[src/rtl/pellet_map.sv]
// Pellet-state RAM for the maze with fill sequencer, eat handshake and remaining-pellet count.
// Optional score accumulator is enabled by defining PELLET_MAP_SCORE_EN.
module pellet_map #(
    parameter int unsigned  COLS  = 32,
    parameter int unsigned  ROWS  = 30,
    localparam int unsigned COL_W = $clog2(COLS),
    localparam int unsigned ROW_W = $clog2(ROWS),
    localparam int unsigned CNT_W = $clog2(COLS * ROWS + 1)
) (
    input  logic             clk_i,
    input  logic             reset_i,
    input  logic             fill_req_i,
    output logic             busy_o,
    input  logic             eat_valid_i,
    output logic             eat_ready_o,
    input  logic [COL_W-1:0] eat_col_i,
    input  logic [ROW_W-1:0] eat_row_i,
    output logic             eat_hit_o,
    output logic             eat_power_o,
    input  logic [COL_W-1:0] scan_col_i,
    input  logic [ROW_W-1:0] scan_row_i,
    output logic [1:0]       scan_sprite_o,
    output logic [CNT_W-1:0] remaining_o,
    output logic             level_clear_o
`ifdef PELLET_MAP_SCORE_EN
    ,
    output logic [15:0]      score_o
`endif
);

    localparam int unsigned Tiles = COLS * ROWS;
    localparam int unsigned AddrW = $clog2(Tiles);

    typedef enum logic [1:0] {StIdle, StFill, StEatRd, StEatWr} state_e;

    state_e             state_q;
    logic [ROW_W-1:0]   fill_row_q;
    logic [COL_W-1:0]   fill_col_q;
    logic [ROW_W-1:0]   eat_row_q;
    logic [COL_W-1:0]   eat_col_q;
    logic               busy_q;
    logic               eat_hit_q;
    logic               eat_power_q;
    logic               level_clear_q;
    logic [CNT_W-1:0]   remaining_q;
    logic [1:0]         scan_sprite_q;
`ifdef PELLET_MAP_SCORE_EN
    logic [15:0]        score_q;
    logic [16:0]        score_sum;
`endif

    logic [1:0]         mem [Tiles];

    function automatic logic [AddrW-1:0] tile_addr(input logic [ROW_W-1:0] r,
                                                   input logic [COL_W-1:0] c);
        return AddrW'(r) * AddrW'(COLS) + AddrW'(c);
    endfunction

    logic               eat_in_range;
    logic [1:0]         eat_code;
    logic               scan_in_range;
    logic               fill_border;
    logic               fill_power;
    logic [1:0]         fill_code;
    logic               fill_last;
    logic               mem_we;
    logic [AddrW-1:0]   mem_waddr;
    logic [1:0]         mem_wdata;

    always_comb begin
        eat_in_range  = (32'(eat_row_q) < ROWS) && (32'(eat_col_q) < COLS);
        eat_code      = eat_in_range ? mem[tile_addr(eat_row_q, eat_col_q)] : 2'd0;
        scan_in_range = (32'(scan_row_i) < ROWS) && (32'(scan_col_i) < COLS);

        fill_border = (32'(fill_row_q) == 0) || (32'(fill_row_q) == ROWS - 1) ||
                      (32'(fill_col_q) == 0) || (32'(fill_col_q) == COLS - 1);
        fill_power  = ((32'(fill_row_q) == 1) || (32'(fill_row_q) == ROWS - 2)) &&
                      ((32'(fill_col_q) == 1) || (32'(fill_col_q) == COLS - 2));
        fill_code   = fill_border ? 2'd0 : (fill_power ? 2'd2 : 2'd1);
        fill_last   = (32'(fill_row_q) == ROWS - 1) && (32'(fill_col_q) == COLS - 1);

        mem_we    = 1'b0;
        mem_waddr = '0;
        mem_wdata = 2'd0;
        if (state_q == StFill) begin
            mem_we    = 1'b1;
            mem_waddr = tile_addr(fill_row_q, fill_col_q);
            mem_wdata = fill_code;
        end else if (state_q == StEatWr) begin
            // eat_hit_q is only set for an in-range nonzero tile, so it doubles as write enable
            mem_we    = eat_hit_q;
            mem_waddr = tile_addr(eat_row_q, eat_col_q);
            mem_wdata = 2'd0;
        end
    end

`ifdef PELLET_MAP_SCORE_EN
    always_comb begin
        score_sum = {1'b0, score_q} + ((eat_code == 2'd2) ? 17'd50 : 17'd10);
    end
`endif

    always_ff @(posedge clk_i) begin
        if (mem_we) begin
            mem[mem_waddr] <= mem_wdata;
        end
    end

    // Read-before-write: a same-cycle write is not visible to the scan port
    always_ff @(posedge clk_i) begin
        if (reset_i) begin
            scan_sprite_q <= 2'd0;
        end else if (scan_in_range) begin
            scan_sprite_q <= mem[tile_addr(scan_row_i, scan_col_i)];
        end else begin
            scan_sprite_q <= 2'd0;
        end
    end

    always_ff @(posedge clk_i) begin
        if (reset_i) begin
            state_q       <= StIdle;
            fill_row_q    <= '0;
            fill_col_q    <= '0;
            eat_row_q     <= '0;
            eat_col_q     <= '0;
            busy_q        <= 1'b0;
            eat_hit_q     <= 1'b0;
            eat_power_q   <= 1'b0;
            level_clear_q <= 1'b0;
            remaining_q   <= '0;
`ifdef PELLET_MAP_SCORE_EN
            score_q       <= 16'd0;
`endif
        end else begin
            eat_hit_q     <= 1'b0;
            eat_power_q   <= 1'b0;
            level_clear_q <= 1'b0;
            case (state_q)
                StIdle: begin
                    if (fill_req_i) begin
                        state_q     <= StFill;
                        busy_q      <= 1'b1;
                        remaining_q <= '0;
                        fill_row_q  <= '0;
                        fill_col_q  <= '0;
                    end else if (eat_valid_i) begin
                        state_q   <= StEatRd;
                        eat_row_q <= eat_row_i;
                        eat_col_q <= eat_col_i;
                    end
                end
                StFill: begin
                    if (fill_code != 2'd0) begin
                        remaining_q <= remaining_q + CNT_W'(1);
                    end
                    if (fill_last) begin
                        state_q <= StIdle;
                        busy_q  <= 1'b0;
                    end else if (32'(fill_col_q) == COLS - 1) begin
                        fill_col_q <= '0;
                        fill_row_q <= fill_row_q + ROW_W'(1);
                    end else begin
                        fill_col_q <= fill_col_q + COL_W'(1);
                    end
                end
                StEatRd: begin
                    state_q <= StEatWr;
                    if ((eat_code == 2'd1) || (eat_code == 2'd2)) begin
                        eat_hit_q   <= 1'b1;
                        eat_power_q <= (eat_code == 2'd2);
                        if (remaining_q != '0) begin
                            remaining_q   <= remaining_q - CNT_W'(1);
                            level_clear_q <= (remaining_q == CNT_W'(1));
                        end
`ifdef PELLET_MAP_SCORE_EN
                        score_q <= score_sum[16] ? 16'hFFFF : score_sum[15:0];
`endif
                    end
                end
                StEatWr: begin
                    state_q <= StIdle;
                end
                default: begin
                    state_q <= StIdle;
                end
            endcase
        end
    end

    assign busy_o        = busy_q;
    assign eat_ready_o   = (state_q == StIdle) && !fill_req_i;
    assign eat_hit_o     = eat_hit_q;
    assign eat_power_o   = eat_power_q;
    assign scan_sprite_o = scan_sprite_q;
    assign remaining_o   = remaining_q;
    assign level_clear_o = level_clear_q;
`ifdef PELLET_MAP_SCORE_EN
    assign score_o       = score_q;
`endif

endmodule

[config.mk]
export PLATFORM = sky130hd
export DESIGN_NAME = pellet_map
export DESIGN_NICKNAME = d
export VERILOG_FILES = /design/src/rtl/pellet_map.sv
export SDC_FILE = /design/constraint.sdc
export NUM_CORES = 2
export LEC_CHECK = 0
export BUFFER_PORTS_ARGS = -buffer_cell sky130_fd_sc_hd__buf_2
export CORE_MARGIN = 2
export CORE_UTILIZATION = 40
export CTS_CLUSTER_DIAMETER = 80
export CTS_CLUSTER_SIZE = 14
export DETAILED_ROUTE_END_ITERATION = 10
export PLACE_DENSITY_LB_ADDON = 0.25
export SLEW_MARGIN = 20
export SYNTH_ARGS = -nofsm -noshare
export SYNTH_HDL_FRONTEND = slang
export SYNTH_SLANG_ARGS = --single-unit
[constraint.sdc]
create_clock -name clk_i -period 46 [get_ports clk_i]
set_input_delay 4.6 -clock clk_i [delete_from_list [all_inputs] [get_ports clk_i]]
set_output_delay 4.6 -clock clk_i [all_outputs]
set_load 0.01 [all_outputs]
==> key figures <==
Worst hold path
  – Worst hold path cell count: 2
  – Min-delay worst type: flop to flop

STA
  – Fin. max-slew vios: 0
  – Final worst path period need: 9.813 ns
  – Fmax: 0.1019 GHz
  – RSZ-0062 raised after global routing: no
  – Clock Skews: 0.03911 ns
  – Period Utilization, post-route: around a fifth
  – Final hold viol count: 0
  – Rel. slew slack: approximately 13%
  – Worst-Margin Slew: 1.304 ns
  – Post-Route Setup TNS: 0 ns
  – Setup-failing EPs final: 0

Cells and area
  – Nets@finish: a little under 6000
  – Final core utilization: a little over two fifths
  – Post-Layout Inst Area: around 100000 µm²
  – Fraction of layout cells with a size suffix above 1: between 20% and 30%
  – Fillers: approximately 21000
  – Area Growth Syn to Fin: 7.622%

Worst setup path
  – Worst Setup End Kind: primary output
  – Worst Path Required: between 40 and 50 ns
  – Setup CP Type: input pin to primary output
  – Worst-case reg-to-reg path depth: 18
  – CP arrival: 5.21 ns
  – Maximum fanout along the worst path: 3
  – Startpoint types: input pin

Synth
  – Synth Area in Simple Gates: approximately 6.8%
  – EDFF count, synth: 1920
  – Post-synthesis mux area share: roughly a quarter
  – FFs w/ async S/R, synth: 0%
  – Syn Area/Cell: between 15 and 20 µm²
  – Complex-gate fraction of the synthesized area: between 4 and 5%
  – Adder-Cell Fraction of Synth Area: less than 1%
  – Primary FF master, synth: edfxtp_1
  – Seq/Total Area, Yosys: roughly 60%
  – Xor and xnor area share after synthesis: less than 1%
  – Synth unique cells: slightly below 90
  – Synth warn: 0
  – Largest family of logic cells by synthesized area: multiplexers
  – Syn Nets: 5946
  – Post-Synthesis Cells: a little under 6000
  – Area leader, netlist: edfxtp_1
  – Seq cells post-synth: around 2000
  – Top cells by area, synth: edfxtp_1 (59%), mux4_2 (19%), nor2_1 (4.0%), mux4_1 (3.6%), mux2i_1 (1.8%)
  – Share of the synthesized area in the top cell type: about three fifths
  – Synthesized area: just under 100000 µm²

Placement
  – Routability congestion estimate: roughly 0.91
  – Post-DP HPWL: around 220000 µm
  – Port Buffers: 40
  – Post-place instance area: approximately 100000 µm²

Detailed routing
  – Drt initial violations: 10297
  – Drt wl/cell: 38.63 µm
  – Via count: a little over 60000
  – Detailed Routing Iterations Pass 1: 6
  – Mean number of vias per cell: approximately 6.8
  – DRC Markers: 0
  – Post-Route WL: between 300000 and 400000 µm
  – Post-DRT Antenna Nets: 0

Clocking
  – Post-cts resize count: 0
  – Clk_lat worst skew: approximately 0.85 ns
  – Htree depth: 4
  – TritonCTS Sinks: approximately 2000
  – Total CTS buffers: 159
  – CTS tree: built
  – Clk pin slew, worst setup/hold paths: roughly 0.070 ns
  – # Post-CTS Setup Buffers: 0
  – Clock root cell: clkbuf_16
  – Clock Tree Buf Depth: 3
  – CTS Hold Buffers Added: 0

Outcome
  – Outcome: completed

Floorplan
  – Die Area: ~250000 µm²
  – IO Count: 41
  – Site Rows: between 150 and 200
  – Core area: between 200000 and 250000 µm²
  – Die Span X: ~500 µm
  – DIE HEIGHT: a little under 500 µm
  – Starting Density: 40.12%

Global routing
  – GRT met3 Usage: about 8%
  – Largest net degree at the start of global routing: between 200 and 250
  – Met1 Track Usage GR: a little under two fifths
  – Global route hottest layer: met2
  – M2 GR Usage: a little over two fifths
  – Vias in the first global route: between 60000 and 70000
  – Global-route wire length before repair: 484400 µm
  – GR Overflow Total: 0
  – Total Routing Usage GR: 27.78%
  – Initial antenna violation count: 20

Power
  – Power per Cell Area: around 35 nW/µm²
  – Flop pwr share: 52.8%
  – Clock group share of total power: a little over a third
  – Int Pwr: 0.002706 W
  – Comb power frac: between 10 and 15%
  – Psw: about 0.00099 W
  – VDD IR max: 0.00004078 V
  – Sw Ratio: a little over a quarter
  – Static leakage: 25.32 nW

Flow run
  – Max-Cap Viols: 0
==> Yosys cell counts (9+ instances only) <==
library cell,number
edfxtp_1,1920
nor2_1,1049
mux4_2,823
nand2_1,233
clkbuf_1,231
mux2i_1,173
mux4_1,132
a22oi_1,107
buf_2,107
nand3_1,107
a21oi_1,106
o22ai_1,80
o21ai_0,55
buf_4,54
o221ai_1,47
buf_6,44
nor3_1,42
dfxtp_1,38
buf_1,33
a211oi_1,32
a221oi_1,30
mux2_2,29
nor2b_1,27
buf_12,26
a31oi_1,22
clkbuf_8,22
nand2b_1,20
nand4_1,20
a22o_1,18
ha_1,18
and2_1,17
inv_1,17
nor4_1,16
o211ai_1,16
a32oi_1,12
buf_8,10
a211o_1,9
o2111ai_1,9
o32ai_1,9
==> cell families after synthesis <==
group	Yosys count
buffers and inverters	554
and+or+nand+nor	1583
adders and majority gates	18
AOI/OAI and AO/OA	628
xor gates and xnor gates	6
muxes	1157
DFF	1958
==> worst paths after layout <==
| path | startpoint | endpoint | slack (ns) |
|---|---|---|---|
| hold reg to reg | remaining_o[9]$_SDFFE_PP0P_ | remaining_o[9]$_SDFFE_PP0P_ | 0.52 |
| setup reg to reg | eat_col_q[0]$_SDFFE_PP0P_ | remaining_o[4]$_SDFFE_PP0P_ | 38.17 |
| hold / removal | remaining_o[9]$_SDFFE_PP0P_ | remaining_o[9]$_SDFFE_PP0P_ | 0.52 |
| setup / recovery | fill_req_i | eat_ready_o | 36.19 |
==> routing by layer <==
layer	share of wire, %	up-vias
li1	-	23838
met1	36	32366
met2	45	4462
met3	13	899
met4	5.9	16
met5	0.030	-
==> area by class of cell <==
type / count / area (µm²) / area share [%]
Sequential cell: 1958 / 58430 / 55.79
Timing Repair Buffer: 225 / 1773 / 1.693
Multi-Input combinational cell: 3392 / 36000 / 34.38
Tap cell: 3202 / 4006 / 3.825
Inverter: 25 / 102.6 / 0.09796
Clock inverter: 17 / 188.9 / 0.1804
Antenna cell: 11 / 27.53 / 0.02628
Clock buffer: 198 / 4199 / 4.009
==> registers in the layout (all words and copies together), names as in the netlist <==
| signal | count |
|---|---|
| eat_col_q | 5 |
| eat_hit_o | 1 |
| level_clear_o | 1 |
| fill_col_q | 5 |
| fill_row_q | 5 |
| mem | 1920 |
| eat_row_q | 5 |
| state_q | 2 |
| remaining_o | 10 |
| scan_sprite_o | 2 |
| eat_power_o | 1 |
| busy_o | 1 |
==> critical path, stage by stage <==
cell,delay (ns)
buf_2,0.13
nor2_2,0.10
buf_4,0.20
buf_2,0.16
==> power groups by stage <==
stage                     registers (W)  clock network, W  logic [W]
after floorplan                 0.00198                 0   0.000277
after global placement          0.00199                 0   0.000440
after detailed placement        0.00199                 0   0.000442
after CTS                       0.00195           0.00130   0.000442
after global routing            0.00195           0.00136   0.000464
final                           0.00195           0.00129   0.000453
==> per-stage QoR <==
| step | hold WS (ns) | total power, W | setup slack [ns] | std cells |
|---|---|---|---|---|
| floorplan | 0.4888 | 0.002252 | 1.607 | 5904 |
| global placement | 0.5009 | 0.002427 | 35.30 | 8798 |
| detailed placement | 0.5102 | 0.002429 | 35.88 | 8801 |
| CTS | 0.5208 | 0.003693 | 36.15 | 9016 |
| global route | 0.5706 | 0.003777 | 36.15 | 9017 |
| finish | 0.5238 | 0.003693 | 36.19 | 9028 |
==> cell usage in the layout, fill, tap and decap left out, types with 9 or more instances in the layout <==
cell type and n:
nand2_1 223, a211oi_1 32, o221ai_1 47, a22o_1 18, a211o_1 9, buf_4 175, inv_1 16, a21oi_1 106
a31oi_1 22, o211ai_1 16, mux2_2 29, nor4_1 16, clkbuf_1 35, nor2b_1 22, nor3_1 39, nand3_4 32
nand2_2 9, nand2b_1 20, mux2i_1 173, diode_2 11, and2_1 16, buf_2 35, clkbuf_16 162, nand3_1 79
edfxtp_1 1920, o2111ai_1 9, mux4_1 132, nand4_1 20, buf_12 9, o21ai_0 55, nor2_1 1041, mux4_2 823
a221oi_1 30, dfxtp_1 31, o22ai_1 80, a22oi_1 107, ha_1 18, a32oi_1 12
No activity file was read; power rests on OpenSTA's default activity.
